===== src/rtl/axis_nchan_adder.sv =====
// N_CH-input AXI-stream join/adder: one FIFO per channel, registered sum output.
// Optional statistics ports enabled by AXIS_NCHAN_ADDER_STATS_EN.

module axis_nchan_adder_fifo #(
    parameter int DATA_W = 8,
    parameter int DEPTH  = 4
) (
    input  logic              clk,
    input  logic              rst_n,
    input  logic              push_i,
    input  logic              pop_i,
    input  logic [DATA_W-1:0] data_i,
    output logic [DATA_W-1:0] head_o,
    output logic              full_o,
    output logic              empty_o
);
    localparam int AW = $clog2(DEPTH);

    logic [AW:0]                  wr_q, rd_q;
    logic [DEPTH-1:0][DATA_W-1:0] mem_q;

    // Extra pointer MSB distinguishes full from empty when low bits match.
    assign full_o  = (wr_q[AW] != rd_q[AW]) && (wr_q[AW-1:0] == rd_q[AW-1:0]);
    assign empty_o = (wr_q == rd_q);
    assign head_o  = mem_q[rd_q[AW-1:0]];

    always_ff @(posedge clk or negedge rst_n) begin
        if (!rst_n) begin
            wr_q <= '0;
            rd_q <= '0;
        end else begin
            if (push_i) wr_q <= wr_q + 1'b1;
            if (pop_i)  rd_q <= rd_q + 1'b1;
        end
    end

    always_ff @(posedge clk) begin
        if (push_i) mem_q[wr_q[AW-1:0]] <= data_i;
    end
endmodule

module axis_nchan_adder #(
    parameter int DATA_W     = 8,
    parameter int N_CH       = 2,
    parameter int FIFO_DEPTH = 4,
    parameter int OUT_W      = 16
) (
    input  logic                   clk,
    input  logic                   rst_n,
    input  logic [N_CH*DATA_W-1:0] s_axis_data,
    input  logic [N_CH-1:0]        s_axis_valid,
    output logic [N_CH-1:0]        s_axis_ready,
    output logic [OUT_W-1:0]       m_axis_data,
    output logic                   m_axis_valid,
    input  logic                   m_axis_ready
`ifdef AXIS_NCHAN_ADDER_STATS_EN
    ,
    output logic [31:0]            sum_count,
    output logic [N_CH-1:0]        ch_stall
`endif
);
    if (OUT_W < DATA_W + $clog2(N_CH)) begin : g_bad_out_w
        $error("axis_nchan_adder: OUT_W too narrow for N_CH*DATA_W sum");
    end
    if (N_CH < 2) begin : g_bad_n_ch
        $error("axis_nchan_adder: N_CH must be >= 2");
    end
    if (FIFO_DEPTH < 2 || (FIFO_DEPTH & (FIFO_DEPTH - 1)) != 0) begin : g_bad_depth
        $error("axis_nchan_adder: FIFO_DEPTH must be a power of 2 >= 2");
    end

    logic                        en_q;
    logic [N_CH-1:0]             full, empty, push;
    logic [N_CH-1:0][DATA_W-1:0] head;
    logic                        fire;
    logic [OUT_W-1:0]            sum_d, data_d, data_q;
    logic                        valid_d, valid_q;

    // en_q holds ready low until the first edge out of reset.
    assign s_axis_ready = {N_CH{en_q}} & ~full;
    assign push         = s_axis_valid & s_axis_ready;
    assign fire         = (&(~empty)) && (!valid_q || m_axis_ready);
    assign m_axis_data  = data_q;
    assign m_axis_valid = valid_q;

    for (genvar i = 0; i < N_CH; i++) begin : g_ch
        axis_nchan_adder_fifo #(
            .DATA_W (DATA_W),
            .DEPTH  (FIFO_DEPTH)
        ) u_fifo (
            .clk     (clk),
            .rst_n   (rst_n),
            .push_i  (push[i]),
            .pop_i   (fire),
            .data_i  (s_axis_data[i*DATA_W +: DATA_W]),
            .head_o  (head[i]),
            .full_o  (full[i]),
            .empty_o (empty[i])
        );
    end

    always_comb begin
        sum_d = '0;
        for (int i = 0; i < N_CH; i++) sum_d = sum_d + OUT_W'(head[i]);
    end

    always_comb begin
        data_d  = data_q;
        valid_d = valid_q;
        if (fire) begin
            data_d  = sum_d;
            valid_d = 1'b1;
        end else if (m_axis_ready) begin
            valid_d = 1'b0;
        end
    end

    always_ff @(posedge clk or negedge rst_n) begin
        if (!rst_n) begin
            en_q    <= 1'b0;
            data_q  <= '0;
            valid_q <= 1'b0;
        end else begin
            en_q    <= 1'b1;
            data_q  <= data_d;
            valid_q <= valid_d;
        end
    end

`ifdef AXIS_NCHAN_ADDER_STATS_EN
    logic [31:0]     cnt_q;
    logic [N_CH-1:0] stall_q;

    assign sum_count = cnt_q;
    assign ch_stall  = stall_q;

    // Counter wraps naturally; stall flags are sticky until reset.
    always_ff @(posedge clk or negedge rst_n) begin
        if (!rst_n) begin
            cnt_q   <= '0;
            stall_q <= '0;
        end else begin
            cnt_q   <= cnt_q + 32'(valid_q && m_axis_ready);
            stall_q <= stall_q | (s_axis_valid & ~s_axis_ready);
        end
    end
`endif
endmodule


===== config.mk =====
export PLATFORM = sky130hd
export DESIGN_NAME = axis_nchan_adder
export DESIGN_NICKNAME = d
export VERILOG_FILES = /design/src/rtl/axis_nchan_adder.sv
export SDC_FILE = /design/constraint.sdc
export NUM_CORES = 1
export LEC_CHECK = 0
export BUFFER_PORTS_ARGS = -buffer_cell sky130_fd_sc_hd__buf_2
export CAP_MARGIN = 20
export CELL_PAD_IN_SITES_DETAIL_PLACEMENT = 0
export CELL_PAD_IN_SITES_GLOBAL_PLACEMENT = 2
export CORE_MARGIN = 4
export CORE_UTILIZATION = 44
export CTS_CLUSTER_DIAMETER = 40
export DETAILED_ROUTE_END_ITERATION = 10
export HOLD_SLACK_MARGIN = 0.1
export PLACE_DENSITY = 0.81
export SLEW_MARGIN = 20
export SYNTH_ARGS = -nofsm -noshare
export SYNTH_HDL_FRONTEND = slang
export SYNTH_SLANG_ARGS = --single-unit

===== constraint.sdc =====
create_clock -name clk -period 3.9 [get_ports clk]
set_input_delay 0.39 -clock clk [delete_from_list [all_inputs] [get_ports clk]]
set_output_delay 0.39 -clock clk [all_outputs]
set_load 0.01 [all_outputs]

# After elaboration in Yosys (flattened, before gate mapping)
# Cells that the tools add are included.
# totals
register_bits	94
in_bits	21
out_inout_bits	19
elab_cells	57
# classes
n_addsub	5
n_lt_le_gt_ge	6
eq_ne	6
n_mux	12
n_bitwise	4
n_reduce_logical	9
# ops
op	count
$bwmux 32	2
$bmux 8 s2	2
$demux 8 s2	2
$mux 8	4
$add 3x1->3 const B	4
$lt 2x3->1 const B	4
$add 8x8->9	1
$eq 3x3->1	2
$logic_and 1x1->1	5
$and 2x2->2	2
$eq 2x2->1	2
$ge 2x1->1 const B	2
$not 2->2	2
$mux 1	2
$ne 1x1->1	2
$reduce_and 2->1	1
$reduce_bool 2->1	1
$logic_not 1->1	1
$logic_or 1x1->1	1

# Depth between registers and ports, before layout
# Gate-level depths: netlist (run 1).
# depth
word_depth	5
depth_mapped	8
mapped_depth_nobuf	7

# By module
# Synthesis (run 1) repeated with hierarchy kept, for this count alone.
# unflattened
hier_cells	238
area_unflattened_um2	3861.2
# modules_own_cells
module	instances	cells_each	area_per_inst_um2	seq_area_each_um2
axis_nchan_adder_fifo	2	72	1500.2	1111.1
axis_nchan_adder	1	94	860.8	275.3

# Worst setup path after synthesis (run 1)
# OpenSTA, ideal clock, no wires.
# synth_path
path_type	flip-flop to flip-flop
startpoint	reg g_ch[0].u_fifo.rd_q[0]
endpoint	reg data_q[6], in the netlist m_axis_data[6]
setup_ns	0.141
arrival_time_ns	2.605
required_time_ns	3.759
slack_ns	1.154
stages_incl_launch_ff	9
period_less_slack_ns	2.746
path_cell_list	dfrtp_1 -> buf_6 -> mux4_1 -> ha_1 -> fa_1 -> a211o_1 -> and4_1 -> a2111oi_0 -> mux2i_1
# synth_between
elab_chain_cells	4
# synth_lines
element	line_no	text
from (decl)	19	logic [AW:0] wr_q, rd_q;
from (signal assigned)	33	if (pop_i) rd_q <= rd_q + 1'b1;
branches (longest 4 deep; another with $add 8x8->9)	n/a	
to (signal assigned)	125	data_q <= data_d;
to (decl)	76	logic [OUT_W-1:0] sum_d, data_d, data_q;
# Parallel ways; which one is timed is not known. The select of a mux whose other input is x is not followed.
# A chain may end at the register's enable or synchronous reset.

# Worst setup path after layout (run 1)
# layout_path
startpoint	reg g_ch[1].u_fifo.rd_q[0]
endpoint	reg data_q[6], in the netlist m_axis_data[6]
# layout_between
elab_chain_cells	4
# layout_lines
element	line_no
from (decl)	19
from (signal assigned)	33
branches (longest 4 deep; another with $add 8x8->9)	n/a
# Parallel ways; which one is timed is not known. The select of a mux whose other input is x is not followed.

==> out/qor.yml, run 1 <==
grt_pass1_wl_um: 10620
first_global_vias: 1941
vias: 1980
hold_viol_final: 0
clock_latency_ns: 0.36
rr_worst_depth: 7
use_met2: 0.2171
clock_sinks: 87
yosysWarnings: 0
status: "completed"
fmax_mhz: 318.8
async_reset_ff_frac: 0.2644
start_kind: "flop"
arrival_ns: 3.35
die_width_um: 102.9
reg2reg_from: "g_ch[1].u_fifo.rd_q[0]"
h-tree-depth: 3
utilization: 0.4977
maxSlewViolCount: 0
gr-usage-met1: 0.1865
cts_setup_buffers: 0
grt_antenna_before_repair: 0
rsz0062_at_grt: "false"
cts_buffers: 9
whs_path_depth: 1
gp_congestion: 0.7299
maxCapViolCount: 0
timing.rr.end: "m_axis_data[6]"
yosysSeqAreaShare: 0.6297
cellPowerDensity_nw_per_um2: 835.9
areaGrowthSynthToFinish_pct: 9.968
die_height_um: 102.9
ys_ff_latch: 87
core-area_sq_um: 8763
tightestPinTransition_ns: 0.7995
critPathLaunch: "g_ch[1].u_fifo.rd_q[0]"
port_buffers: 32
syn_area_sq_um: 3966
timing.final.crit_share: 0.8044
grt_max_degree: 24
peakVddDrop_v: 0.0002553
leakagePower_nw: 1.741
detail_route.wl_per_cell_um: 18.03
nFillCells: 746
r2r_slack_ns: 0.76
remaining_drc_errors: 0
avgSynthCellArea_sq_um: 17.47
grt_overflow: 0
finalWirelength_um: 6762
cts_tree: "done"
dr.pass1.iters: 4
fin_nets: 302
cp_max_fo: 11
viasPerCell: 5.280
die_area_sq_um: 10600
fin_crit_ns: 3.137
drive_gt1_frac: 0.2322
rows: 34
postRouteAntennaNets: 0
critPathRequiredTime_ns: 4.12
synth-edff-count: 64
synth_cells: 227
synth.distinct_cells: 39
cts_root_buffer: "clkbuf_8"
cts.path.max_buffers: 2
hpwl_um: 4829
setup_tns_ns: 0
start_util: 0.4526
hold_class: "in2reg"
cts.clk_slew.worst_paths_ns: 0.10
setup_violations: 0
ioPinCount: 40
slew_headroom: 0.4652
setup.worst_path.end: "m_axis_data[6]"
drt-initial-drc-count: 109
synthFlopType: "edfxtp_1"
worstSetupPathType: "reg2reg"
clock_skew_ns: 0.01550
use_met3: 0.04601
endpoint_kind: "flop"
grt.total_usage: 0.1386
busiest_layer: "met2"
antenna-diode-count: 0
[cell usage after synthesis (3+ instances only)]
cell,count,area [sq um]
edfxtp_1,64,1922
dfrtp_1,23,575.6
ha_1,18,225.2
mux4_1,13,341.6
xor2_1,10,87.58
and3_1,9,56.30
buf_4,9,67.56
inv_1,8,30.03
mux2_4,7,105.1
xnor2_1,7,61.31
nand2_1,6,22.52
a21oi_1,5,25.02
mux2_2,4,45.04
a211oi_1,3,22.52
a21o_1,3,22.52
buf_6,3,33.78
mux4_2,3,67.56
o211ai_1,3,22.52
o21ai_0,3,15.01
[metal layers]
layer,vias up,part of all wire,routed length (um)
li1,946,-,-
met1,992,0.45,3021
met2,34,0.50,3390
met3,8,0.041,279
met4,0,0.011,72
met5,-,0,0
[logic make-up after synthesis]
kind of cell	synth area share
flip-flops	0.6297
multiplexers	0.1435
AO/OA/AOI/OAI	0.04700
AND/OR/NAND/NOR	0.03817
buffers and inverters	0.04038
adder cells (fa/ha/maj)	0.06183
XOR/XNOR	0.03754
other	0.001893
[state kept, by name, indices dropped and copies added (netlist names)]
name,flops
g_ch.u_fifo.rd_q,6
g_ch.u_fifo.mem_q,64
g_ch.u_fifo.wr_q,6
m_axis_data,9
m_axis_valid,1
en_q,1
[worst min-delay path by stage]
| stage | startpoint | end | slack, ns |
|---|---|---|---|
| finish | s_axis_data[15] | g_ch[1].u_fifo.mem_q[23] | 0.25 |
| global route | s_axis_data[14] | g_ch[1].u_fifo.mem_q[22] | 0.23 |
| CTS | s_axis_data[12] | g_ch[1].u_fifo.mem_q[20] | 0.23 |
| detailed placement | rst_n | g_ch[0].u_fifo.wr_q[2] | 0.43 |
| global placement | rst_n | g_ch[0].u_fifo.wr_q[1] | 0.42 |
| floorplan | rst_n | en_q | 0.09 |
[cell usage in the layout, fill, tap and decap left out, types with 8 or more instances in the layout]
master,netlist,final
xor2_1,10,10
dfrtp_1,23,23
inv_1,8,8
edfxtp_1,64,64
and3_1,9,9
ha_1,18,18
mux4_1,13,13
buf_2,1,32
clkbuf_8,0,9
conb_1,2,8
[power breakdown]
part	leakage (nW)	switching (mW)	internal (mW)	total, mW
combinational	0.804	0.799	0.822	1.62
clock	0.0891	0.326	0.299	0.625
sequential	0.848	0.187	1.21	1.40
[worst max-delay path: stages (launching register included)]
cell	delay [ns]
dfrtp_1	0.72
mux4_2	0.58
ha_1	0.23
fa_1	0.43
a211o_1	0.33
and4_1	0.20
a2111oi_0	0.37
mux2i_1	0.12
[final cells by class]
type / count / area, sq um / area share
clock buffer: 10 / 127.6 / 0.02926
tap: 108 / 135.1 / 0.03098
timing repair buffer: 33 / 170.2 / 0.03901
inverter: 8 / 30.03 / 0.006885
clock inverter: 6 / 70.07 / 0.01606
multi-input combinational: 123 / 1331 / 0.3052
sequential: 87 / 2497 / 0.5726
[through the flow]
stage | hold slack, ns | instances | area (sq um) | power, mW | setup slack (ns)
floorplan | 0.09441 | 233 | 3989 | 2.734 | 1.154
global placement | 0.4192 | 358 | 4154 | 3.047 | 0.7829
detailed placement | 0.4294 | 358 | 4154 | 3.064 | 0.7394
CTS | 0.2302 | 375 | 4362 | 3.692 | 0.7305
global route | 0.2259 | 375 | 4362 | 3.916 | 0.5711
finish | 0.2481 | 375 | 4362 | 3.646 | 0.7629
[timing repair]
| item | CTS | global route |
|---|---|---|
| hold buffers | 1 | 0 |
| hold endpoints to repair | 23 | 0 |
| gates resized for setup | 0 | 0 |
Power figures use the tool's default switching activity.
==> inputs of run 2 (changes only) <==
==> constraint.sdc (replaced) <==
create_clock -name clk -period 3.3 [get_ports clk]
set_input_delay 0.33 -clock clk [delete_from_list [all_inputs] [get_ports clk]]
set_output_delay 0.33 -clock clk [all_outputs]
set_load 0.01 [all_outputs]
==> run 2 against run 1 <==
Compared with the run above: clock power is 31% higher; critical path depth stayed put; combinational power is 22% higher; clock-buffer cell count stayed put; via count is 0.56% lower; clock skew is 0.0051 ns lower; utilization is 0.51 points higher; die area stayed put; critical path type unchanged.
==> out/qor.yml, run 2 (same netlist as run 1, synthesis figures left out) <==
dp_cells: 361
core-area_sq_um: 8763
cts_buffers: 9
final_area_sq_um: 4407
top_layer_used: "met4"
finalWirelength_um: 6880
utilization: 0.5029
setup_violations: 0
rows: 34
worst-path-buf-inv: 0
cp_max_fo: 6
timing.final.crit_share: 0.8989
die_area_sq_um: 10600
port_buffers: 32
grt_pass1_wl_um: 10940
remaining_drc_errors: 0
cellPowerDensity_nw_per_um2: 1004
postRouteAntennaNets: 0
first_global_vias: 1998
most-common-layout-cells: "edfxtp_1, buf_2, dfrtp_1"
grt_max_degree: 24
worstSetupPathType: "reg2reg"
nFillCells: 764
fmax_mhz: 337.1
cp_top_family: "multiplexers"
grt_overflow: 0
grt_antenna_before_repair: 0
drive_gt1_frac: 0.2407
gp_congestion: 0.7731
cts.path.max_buffers: 2
largest_reg_flops: 64
hold_class: "in2reg"
cp_slowest_cell: "mux4_2"
cts_tree: "done"
power_mw: 4.426
dr.pass1.iters: 4
areaGrowthSynthToFinish_pct: 11.10
maxCapViolCount: 0
wl_met3_um: 306
stdcell_count: 378
h-tree-depth: 3
hpwl_um: 5059
antenna-diode-count: 0
endpoint_kind: "flop"
cp_cell_sequence: "mux4_2 > ha_1 > fa_1 > a211o_1 > and4_1 > a2111oi_0 > mux2i_1"
slew_headroom: 0.6063
placed_cell_area_sq_um: 4177
peakVddDrop_v: 0.0003191
start_kind: "flop"
die_height_um: 102.9
drt-initial-drc-count: 82
rsz0062_at_grt: "false"
hold_viol_final: 0
detail_route.wl_per_cell_um: 18.20
fin_nets: 305
clock_latency_ns: 0.35
grt.total_usage: 0.1430
leakagePower_nw: 1.775
ioPinCount: 40
start_util: 0.4526
cts_root_buffer: "clkbuf_8"
arrival_ns: 3.19
final_common_cell: "edfxtp_1"
maxSlewViolCount: 0
dr_wl_met2_um: 3464
status: "completed"
die_width_um: 102.9
vias: 1969
slowest_delay_ns: 0.58
clock_skew_ns: 0.01038
critPathRequiredTime_ns: 3.52
tightestPinTransition_ns: 0.5905
viasPerCell: 5.209
met1_length_um: 3039
clock_sinks: 87
fin_crit_ns: 2.966
cts.clk_slew.worst_paths_ns: 0.09
setup_tns_ns: 0
r2r_slack_ns: 0.33
==> run 2: per-stage QoR <==
step | hold slack [ns] | worst slack, ns
after floorplan | 0.03441 | 0.5541
after global placement | 0.3510 | 0.3873
after detailed placement | 0.3723 | 0.3517
after CTS | 0.1790 | 0.3360
after global routing | 0.1673 | 0.1408
final | 0.1909 | 0.3336
==> run 2: power by group <==
group          total (mW)  switching [mW]  internal, mW
Clock               0.820           0.387         0.433
Sequential           1.63           0.197          1.43
Combinational        1.97           0.978         0.995
==> run 2: final timing paths <==
kind                                        startpoint                       end  cells after the start
worst max-delay path            g_ch[1].u_fifo.rd_q[0]            m_axis_data[6]                      7
worst min-delay path                   s_axis_data[10]  g_ch[1].u_fifo.mem_q[10]                      1
worst max register to register  g_ch[1].u_fifo.rd_q[0]            m_axis_data[6]                      7
worst min register to register  g_ch[1].u_fifo.rd_q[2]    g_ch[1].u_fifo.rd_q[2]                      1
max in group asynchronous                        rst_n    g_ch[1].u_fifo.wr_q[2]                      2
min in group asynchronous                        rst_n    g_ch[0].u_fifo.wr_q[0]                      2
==> run 2: what timing repair did <==
item,CTS,global route
buffers inserted,0,0
hold endpoints to repair,23,0
hold buffers,1,0
resized for setup,0,0
setup endpoints to repair,0,0
==> run 2: final cells by class <==
type	count	area, sq um	share of cell area
sequential	87	2497	0.5667
multi-input combinational	123	1331	0.3021
timing repair buffer	36	192.7	0.04373
tap	108	135.1	0.03066
clock buffer	10	127.6	0.02896
clock inverter	6	92.59	0.02101
inverter	8	30.03	0.006814
==> run 2: layer usage <==
layer,global-route usage,vias up
li1,-,953
met1,0.1885,971
met2,0.2319,38
met3,0.03857,7
met4,0.04482,0
met5,0,-
